--- src/rtl/trap_seq_if.sv ---
// Core-side bundle of the trap/CSR-write sequencer: instruction and CSR read-back
// inputs in, CSR write port, stall and PC redirect out.
interface trap_seq_if;
  // There is no valid/ready pair: inst_valid qualifies ecall/mret/timer_irq for one
  // cycle, and the core must honour stall/redirect in the same cycle they are high.
  logic [31:0] pc;
  logic        inst_valid;
  logic        ecall;
  logic        mret;
  logic        inst_csr_we;
  logic [11:0] inst_csr_addr;
  logic [31:0] inst_csr_wdata;
  logic        timer_irq;
  logic [31:0] mstatus_q;
  logic [31:0] mtvec_q;
  logic [31:0] mepc_q;
  logic        csr_we;
  logic [11:0] csr_waddr;
  logic [31:0] csr_wdata;
  logic        stall;
  logic        redirect;
  logic [31:0] redirect_pc;
  logic        busy;

  modport master (
    output pc, inst_valid, ecall, mret, inst_csr_we, inst_csr_addr, inst_csr_wdata,
           timer_irq, mstatus_q, mtvec_q, mepc_q,
    input  csr_we, csr_waddr, csr_wdata, stall, redirect, redirect_pc, busy
  );

  modport slave (
    input  pc, inst_valid, ecall, mret, inst_csr_we, inst_csr_addr, inst_csr_wdata,
           timer_irq, mstatus_q, mtvec_q, mepc_q,
    output csr_we, csr_waddr, csr_wdata, stall, redirect, redirect_pc, busy
  );
endinterface

--- src/rtl/trap_seq.sv ---
// Trap entry / mret sequencer that owns the CSR file write port: forwards instruction
// CSR writes when idle, otherwise writes mepc/mcause/mstatus one per cycle and redirects.
module trap_seq #(
  parameter logic [31:0] MTVEC_ALIGN_MASK = 32'hFFFF_FFFC,
  parameter logic [31:0] IRQ_CAUSE        = 32'h8000_0007,
  parameter logic [31:0] ECALL_CAUSE      = 32'd11
) (
  input  logic       clk,
  input  logic       rst,
  trap_seq_if.slave  bus,
  output logic [2:0] state_dbg
);

  typedef enum logic [2:0] {
    IDLE    = 3'd0,
    W_EPC   = 3'd1,
    W_CAUSE = 3'd2,
    W_STAT  = 3'd3,
    RESTORE = 3'd4,
    JUMP    = 3'd5
  } state_t;

  localparam logic [11:0] ADDR_MSTATUS = 12'h300;
  localparam logic [11:0] ADDR_MEPC    = 12'h341;
  localparam logic [11:0] ADDR_MCAUSE  = 12'h342;

  state_t      state_q, state_d;
  logic [31:0] epc_r, cause_r, stat_r, tgt_r;
  logic        irq_take, trap_take, mret_take;
  logic [31:0] stat_entry, stat_exit;

  logic        we_c, stall_c, redirect_c;
  logic [11:0] waddr_c;
  logic [31:0] wdata_c, rpc_c;

  assign irq_take  = bus.inst_valid & bus.timer_irq & bus.mstatus_q[3];
  assign trap_take = irq_take | (bus.inst_valid & bus.ecall);
  assign mret_take = bus.inst_valid & bus.mret & ~irq_take;

  // Entry: MPIE <- MIE, MIE <- 0. Exit: MIE <- MPIE, MPIE <- 1.
  assign stat_entry = {stat_r[31:8], stat_r[3], stat_r[6:4], 1'b0, stat_r[2:0]};
  assign stat_exit  = {stat_r[31:8], 1'b1, stat_r[6:4], stat_r[7], stat_r[2:0]};

  always_ff @(posedge clk) begin
    if (rst) begin
      state_q <= IDLE;
      epc_r   <= '0;
      cause_r <= '0;
      stat_r  <= '0;
      tgt_r   <= '0;
    end else begin
      state_q <= state_d;
      if (state_q == IDLE && trap_take) begin
        epc_r   <= bus.pc;
        cause_r <= irq_take ? IRQ_CAUSE : ECALL_CAUSE;
        stat_r  <= bus.mstatus_q;
      end else if (state_q == IDLE && mret_take) begin
        stat_r  <= bus.mstatus_q;
        tgt_r   <= bus.mepc_q;
      end else if (state_q == W_STAT) begin
        tgt_r   <= bus.mtvec_q & MTVEC_ALIGN_MASK;
      end
    end
  end

  always_comb begin
    state_d    = state_q;
    we_c       = 1'b0;
    waddr_c    = '0;
    wdata_c    = '0;
    stall_c    = 1'b0;
    redirect_c = 1'b0;
    rpc_c      = '0;
    case (state_q)
      IDLE: begin
        if (trap_take) begin
          stall_c = 1'b1;
          state_d = W_EPC;
        end else if (mret_take) begin
          stall_c = 1'b1;
          state_d = RESTORE;
        end else begin
          we_c    = bus.inst_csr_we;
          waddr_c = bus.inst_csr_addr;
          wdata_c = bus.inst_csr_wdata;
        end
      end
      W_EPC: begin
        we_c    = 1'b1;
        waddr_c = ADDR_MEPC;
        wdata_c = epc_r;
        stall_c = 1'b1;
        state_d = W_CAUSE;
      end
      W_CAUSE: begin
        we_c    = 1'b1;
        waddr_c = ADDR_MCAUSE;
        wdata_c = cause_r;
        stall_c = 1'b1;
        state_d = W_STAT;
      end
      W_STAT: begin
        we_c    = 1'b1;
        waddr_c = ADDR_MSTATUS;
        wdata_c = stat_entry;
        stall_c = 1'b1;
        state_d = JUMP;
      end
      RESTORE: begin
        we_c    = 1'b1;
        waddr_c = ADDR_MSTATUS;
        wdata_c = stat_exit;
        stall_c = 1'b1;
        state_d = JUMP;
      end
      JUMP: begin
        redirect_c = 1'b1;
        rpc_c      = tgt_r;
        stall_c    = 1'b1;
        state_d    = IDLE;
      end
      default: state_d = IDLE;
    endcase
    // A reset cycle silences every output, even if the state register is mid-sequence.
    if (rst) begin
      state_d    = IDLE;
      we_c       = 1'b0;
      waddr_c    = '0;
      wdata_c    = '0;
      stall_c    = 1'b0;
      redirect_c = 1'b0;
      rpc_c      = '0;
    end
  end

  assign bus.csr_we      = we_c;
  assign bus.csr_waddr   = waddr_c;
  assign bus.csr_wdata   = wdata_c;
  assign bus.stall       = stall_c;
  assign bus.redirect    = redirect_c;
  assign bus.redirect_pc = rpc_c;
  assign bus.busy        = (state_q != IDLE) & ~rst;
  assign state_dbg       = state_q;

endmodule

--- src/flat_wrapper.sv ---
// flat-port wrapper written by rule: the top's interface ports become plain ports
module trap_seq_flat 
#(
  parameter logic [31:0] MTVEC_ALIGN_MASK = 32'hFFFF_FFFC,
  parameter logic [31:0] IRQ_CAUSE        = 32'h8000_0007,
  parameter logic [31:0] ECALL_CAUSE      = 32'd11
)
  (clk, rst, state_dbg, bus_pc, bus_inst_valid, bus_ecall, bus_mret, bus_inst_csr_we, bus_inst_csr_addr, bus_inst_csr_wdata, bus_timer_irq, bus_mstatus_q, bus_mtvec_q, bus_mepc_q, bus_csr_we, bus_csr_waddr, bus_csr_wdata, bus_stall, bus_redirect, bus_redirect_pc, bus_busy);
  trap_seq_if bus_i ();
  input  logic clk;
  input  logic rst;
  output logic [2:0] state_dbg;
  input wire logic [$bits(bus_i.pc)-1:0] bus_pc;
  input wire logic [$bits(bus_i.inst_valid)-1:0] bus_inst_valid;
  input wire logic [$bits(bus_i.ecall)-1:0] bus_ecall;
  input wire logic [$bits(bus_i.mret)-1:0] bus_mret;
  input wire logic [$bits(bus_i.inst_csr_we)-1:0] bus_inst_csr_we;
  input wire logic [$bits(bus_i.inst_csr_addr)-1:0] bus_inst_csr_addr;
  input wire logic [$bits(bus_i.inst_csr_wdata)-1:0] bus_inst_csr_wdata;
  input wire logic [$bits(bus_i.timer_irq)-1:0] bus_timer_irq;
  input wire logic [$bits(bus_i.mstatus_q)-1:0] bus_mstatus_q;
  input wire logic [$bits(bus_i.mtvec_q)-1:0] bus_mtvec_q;
  input wire logic [$bits(bus_i.mepc_q)-1:0] bus_mepc_q;
  output wire logic [$bits(bus_i.csr_we)-1:0] bus_csr_we;
  output wire logic [$bits(bus_i.csr_waddr)-1:0] bus_csr_waddr;
  output wire logic [$bits(bus_i.csr_wdata)-1:0] bus_csr_wdata;
  output wire logic [$bits(bus_i.stall)-1:0] bus_stall;
  output wire logic [$bits(bus_i.redirect)-1:0] bus_redirect;
  output wire logic [$bits(bus_i.redirect_pc)-1:0] bus_redirect_pc;
  output wire logic [$bits(bus_i.busy)-1:0] bus_busy;
  assign bus_i.pc = bus_pc;
  assign bus_i.inst_valid = bus_inst_valid;
  assign bus_i.ecall = bus_ecall;
  assign bus_i.mret = bus_mret;
  assign bus_i.inst_csr_we = bus_inst_csr_we;
  assign bus_i.inst_csr_addr = bus_inst_csr_addr;
  assign bus_i.inst_csr_wdata = bus_inst_csr_wdata;
  assign bus_i.timer_irq = bus_timer_irq;
  assign bus_i.mstatus_q = bus_mstatus_q;
  assign bus_i.mtvec_q = bus_mtvec_q;
  assign bus_i.mepc_q = bus_mepc_q;
  assign bus_csr_we = bus_i.csr_we;
  assign bus_csr_waddr = bus_i.csr_waddr;
  assign bus_csr_wdata = bus_i.csr_wdata;
  assign bus_stall = bus_i.stall;
  assign bus_redirect = bus_i.redirect;
  assign bus_redirect_pc = bus_i.redirect_pc;
  assign bus_busy = bus_i.busy;
  trap_seq #(.MTVEC_ALIGN_MASK(MTVEC_ALIGN_MASK), .IRQ_CAUSE(IRQ_CAUSE), .ECALL_CAUSE(ECALL_CAUSE)) u_core (.clk(clk), .rst(rst), .bus(bus_i), .state_dbg(state_dbg));
endmodule
--- config.mk ---
export PLATFORM = sky130hd
export DESIGN_NAME = trap_seq_flat
export DESIGN_NICKNAME = d
export VERILOG_FILES = /design/src/rtl/trap_seq_if.sv /design/src/rtl/trap_seq.sv /design/src/flat_wrapper.sv
export SDC_FILE = /design/constraint.sdc
export NUM_CORES = 1
export LEC_CHECK = 0
export CORE_AREA = 5 5 118 120
export CTS_CLUSTER_SIZE = 14
export DETAILED_ROUTE_END_ITERATION = 8
export DIE_AREA = 0 0 123 125
export PLACE_DENSITY = 0.8
export SETUP_SLACK_MARGIN = 0.15
export SKIP_LAST_GASP = 1
export SLEW_MARGIN = 30
export SYNTH_ARGS = -nofsm -noshare
export SYNTH_HDL_FRONTEND = slang
export SYNTH_SLANG_ARGS = --single-unit
--- constraint.sdc ---
create_clock -name clk -period 2 [get_ports clk]
set_input_delay 0.3 -clock clk [delete_from_list [all_inputs] [get_ports clk]]
set_output_delay 0.3 -clock clk [all_outputs]
set_load 0.005 [all_outputs]
# Word level (Yosys, flattened, before mapping)
# Index checks and enable logic that the tools add are counted.
dict set report totals {
  reg_bits 131
  wordCells 59
  out_inout_bits 83
  input_bits 179
}
dict set report classes {
  eq_ne 6
  n_mux 28
  reduce_logical 10
  n_bitwise 10
}
# operator n
set op_table {}
lappend op_table {{2-to-1 mux 32 bit} 10}
lappend op_table {{one-hot mux 32 bit (5 select lines)} 1}
lappend op_table {{one-hot mux 12 bit (4 select lines)} 1}
lappend op_table {{2-to-1 mux 12 bit} 3}
lappend op_table {{one-hot mux 3 bit (4 select lines)} 1}
lappend op_table {{2-to-1 mux 1 bit} 8}
lappend op_table {{bitwise AND 1 bit} 6}
lappend op_table {{== test 3 x 2 -> 1 bit, second input constant} 2}
lappend op_table {{== test 3 bit, second input constant} 2}
lappend op_table {{2-to-1 mux 3 bit} 2}
lappend op_table {{OR reduction 5 bit} 1}
lappend op_table {{one-hot mux 1 bit (2 select lines)} 2}
lappend op_table {{nonzero test 2 bit} 2}
lappend op_table {{OR reduction 4 bit} 1}
lappend op_table {{== test 3 x 1 -> 1 bit, second input constant} 1}
lappend op_table {{logical NOT 3 bit} 1}
lappend op_table {{inequality test 3 x 1 -> 1 bit, second input constant} 1}
lappend op_table {{inverter 1 bit} 3}
lappend op_table {{nonzero test 3 bit} 1}
lappend op_table {{logical AND 1 bit} 2}
lappend op_table {{AND reduction 2 bit} 1}
lappend op_table {{OR reduction 2 bit} 1}
lappend op_table {{OR 1 bit} 1}

# Longest topological paths before layout
dict set report depth {
  depth_word 8
  mapped_depth 7
  depth_no_buf 4
}

# Worst setup path after synthesis
# No wires, ideal clock.
dict set report synth_path {
  path_kind {register to output}
  startpoint {register u_core.state_q[1] (netlist: u_core.state_dbg[1])}
  endpoint {output bus_csr_wdata[2]}
  t_required_ns 1.700
  stages_incl_launch_ff 7
  setup_slack_ns 0.133
  path_buffers 2
  arrival_ns 1.567
  cell_sequence {dfxtp_1 buf_2 buf_1 mux2_2 a22oi_1 o21ai_0 a22o_1}
}
dict set report synth_between {
  elab_chain_len 3
  word_cells_on_any_way 7
}
# element line
set synth_lines {}
lappend synth_lines {{start, declared} trap_seq.sv:27} ;# state_t state_q, state_d;
lappend synth_lines {{start signal, assigned} trap_seq.sv:52} ;# state_q <= state_d;
lappend synth_lines {{== test 3 bit, or another cell as far along} trap_seq.sv:74} ;# case (state_q)
lappend synth_lines {{one-hot mux 32 bit (5 select lines) *} trap_seq.sv:74}
lappend synth_lines {{2-to-1 mux 32 bit *} trap_seq.sv:125} ;# if (rst) begin
lappend synth_lines {{end, declared} flat_wrapper.sv:26} ;# output wire logic [$bits(bus_i.csr_wdata)-1:0] bus_csr_wdata;
# Every way passes the cells marked *; elsewhere a longest branch is shown, timed or not.

# Worst setup path in the final report
dict set report layout_path {
  startpoint {register u_core.state_q[1] (netlist: u_core.state_dbg[1])}
  endpoint {output bus_csr_wdata[24]}
}
# Same word-level chain as after synthesis.

==> flow_summary.ini <==
[synthesis]
synth_edf_count = 0
synth_compound_area_frac = 0.2735
synth_top_family_by_area = compound AO/OA/AOI/OAI gates
synthAdderAreaFrac = 0
synthSimpleGateAreaFrac = 0.2575
synth_area_leader_cell = dfxtp_1
yosysSeqAreaShare = 0.4076
synthTopCellsByCount = nand2_1, dfxtp_1, a21oi_1
yosys_warnings = 0
synth_area_um2 = 5010
synth_nets = 822
synthFlopType = dfxtp_1
syn_area_per_cell_um2 = 7.791
synth_area_leaders = dfxtp_1, nand2_1, a21oi_1, o2bb2ai_1, and2_1
synthArstFlopShare = 0
muxShareOfSynthArea = 0.008991
synth_cell_types = 39
synth_xor_area_frac = 0
yosysTopAreaCellShare = 0.4076
ys_ff_latch = 102
synth_cells = 643
yosysMostFrequentCell = nand2_1

[route]
wire_per_inst_um = 25.04
drcViolationCount = 0
dr.pass1.iters = 5
vias = 6845
drt_iter0_drc = 688
ant_nets = 0
routed_via_density = 5.845
wirelength_um = 29320

[placement]
place.gp.congestion = 0.8446
hpwlAfterDp_um = 13530
io_buffer_count = 259

[critical_path]
timing.rr.start = u_core.state_dbg[1]
worst_ep_required_time_ns = 1.70
endpoint = bus_csr_wdata[24]
crit_arrival_ns = 2.08
cp-startpoint = u_core.state_dbg[1]
critPathLaunchType = flop
cp_max_fo = 14
rrSetupSlack_ns = -0.35
critPathKind = reg -> out
rr_worst_depth = 10
cp-end-kind = output port
reg2reg_to = u_core.tgt_r[30]

[timing]
post-route-period-util = 1.188
setup_violations = 141
fin_skew_ns = 0.01104
finalMaxSlewViolations = 0
tightest_slew_ns = 0.4630
fin_hold_ws_ns = 0.4317
rsz0062_at_grt = yes
hold_viol_final = 0
fin_crit_ns = 2.377
relSlewSlack = 0.6913
max_freq_mhz = 420.7
fin_ws_ns = -0.3768

[global_route]
grt_pass1_wl_um = 36540
use_met1 = 0.3550
grt_pass1_vias = 6473
grt_overflow = 0
antenna_found_initial = 0
use_met3 = 0.08220
grt_max_degree = 38
grt_use_met2 = 0.5355
grt_usage = 0.3082
gr-max-usage-layer = met2

[power_and_ir_drop]
p_per_area_nw_per_um2 = 634.3
ir_worst_vdd_mv = 0.3776
finalPower_w = 0.006594
p_leak_nw = 4.205

[floorplanning]
coreArea_um2 = 12870
rows = 42
die_w_um = 123
start_util = 0.3891
fp.dieArea_um2 = 15380
pin_count = 262
die_h_um = 125

[clock_tree]
clock_latency_ns = 0.35
cts-root-buf = clkbuf_16
ctsHtreeMaxLevel = 3
cts_buffers = 9
clock_sinks = 102
cts.reportedPaths.clkPinSlew_ns = 0.08
clk_path_buf_depth = 2
cts_hold_buf = 0
cts_tree = yes

[layout]
diodes = 0
post_route_cells_drive_above_1_share = 0.4141
final_nets = 1169
syn_to_final_growth_pct = 107.5

[run]
maxCapViolations = 0

[run_status]
violations = setup timing
status = complete, but fails checks

[hold_path]
hold_path.class = in -> reg
how the worst min path moves through the flow:
stage / start / to / slack [ns] / cells past startpoint
2_1_floorplan: bus_mstatus_q[3] / u_core.cause_r[3] / 0.41 / 1
3_3_place_gp: u_core.epc_r[17] / u_core.epc_r[17] / 0.44 / 2
3_5_place_dp: u_core.stat_r[6] / u_core.stat_r[6] / 0.45 / 2
4_1_cts: rst / u_core.state_dbg[0] / 0.35 / 3
5_1_grt: bus_timer_irq / u_core.cause_r[3] / 0.44 / 3
6_report: bus_timer_irq / u_core.cause_r[3] / 0.43 / 3
registers in the layout, indices dropped and copies added (netlist names):
| register | flops |
|---|---|
| u_core.stat_r | 32 |
| u_core.tgt_r | 32 |
| u_core.cause_r | 3 |
| u_core.epc_r | 32 |
| u_core.state_dbg | 3 |
layout make-up:
type                            instances  area, um^2
Clock inverter                          7       56.30
Sequential cell                       102        2048
Fill cell                             718        2480
Timing Repair Buffer                  393        4325
Multi-Input combinational cell        484        3520
Tap cell                              176       220.2
Clock buffer                            9       225.2
cells by family after synthesis:
logic type	after synthesis
compound gates	184
flops	102
buf+inv	57
simple gates	296
mux	4
timing repair:
action	CTS	global route
resized for setup	452	190
buffers inserted	47	12
setup endpoints to repair	114	144
pin swaps	53	70
gates cloned	18	6
metrics by stage:
step | setup WS (ns) | area, um^2 | util | instances | setup TNS (ns)
2_1_floorplan | 0.1478 | 5014 | - | 643 | 0
3_3_place_gp | -0.5447 | 8090 | 0.6284 | 1072 | -28.62
3_5_place_dp | -0.6267 | 8090 | 0.6284 | 1072 | -34.30
4_1_cts | -0.3376 | 9487 | 0.7368 | 1153 | -16.48
5_1_grt | -0.4404 | 10400 | 0.8074 | 1171 | -35.30
6_report | -0.3768 | 10400 | 0.8074 | 1171 | -28.18
power breakdown:
part           leakage, nW  total, W  internal [W]  switching, W
registers            0.835   0.00235       0.00220      0.000158
clock network        0.130   0.00173      0.000862      0.000872
logic                 3.24   0.00251       0.00134       0.00116
total                 4.20   0.00659       0.00440       0.00219
layer usage:
layer  share of wire  routed length (um)  up-vias
li1                -                   -     2950
met1            0.35               10330     3260
met5               0                   0        -
met4           0.061                1796        0
met2            0.48               14170      487
met3            0.10                3026      148
worst max-delay path: stages, from the launching register on:
cell	delay, ns
dfxtp_2	0.33
buf_6	0.12
buf_4	0.13
nor3b_4	0.21
o21bai_4	0.18
buf_4	0.16
buf_16	0.15
a22oi_1	0.11
o2bb2ai_1	0.18
buf_2	0.14
placed cells by master (no fill, tap or decap), types with 22 or more instances in the layout:
| cell type | instances |
|---|---|
| a21oi_1 | 44 |
| and2_4 | 38 |
| buf_12 | 22 |
| buf_2 | 38 |
| o2bb2ai_1 | 23 |
| a21oi_2 | 27 |
| buf_6 | 72 |
| dfxtp_1 | 99 |
| nand2_4 | 32 |
| nand2_1 | 155 |
| a22oi_1 | 26 |
| buf_4 | 53 |
| clkdlybuf4s50_1 | 173 |
(Power assumes the default switching activity.)
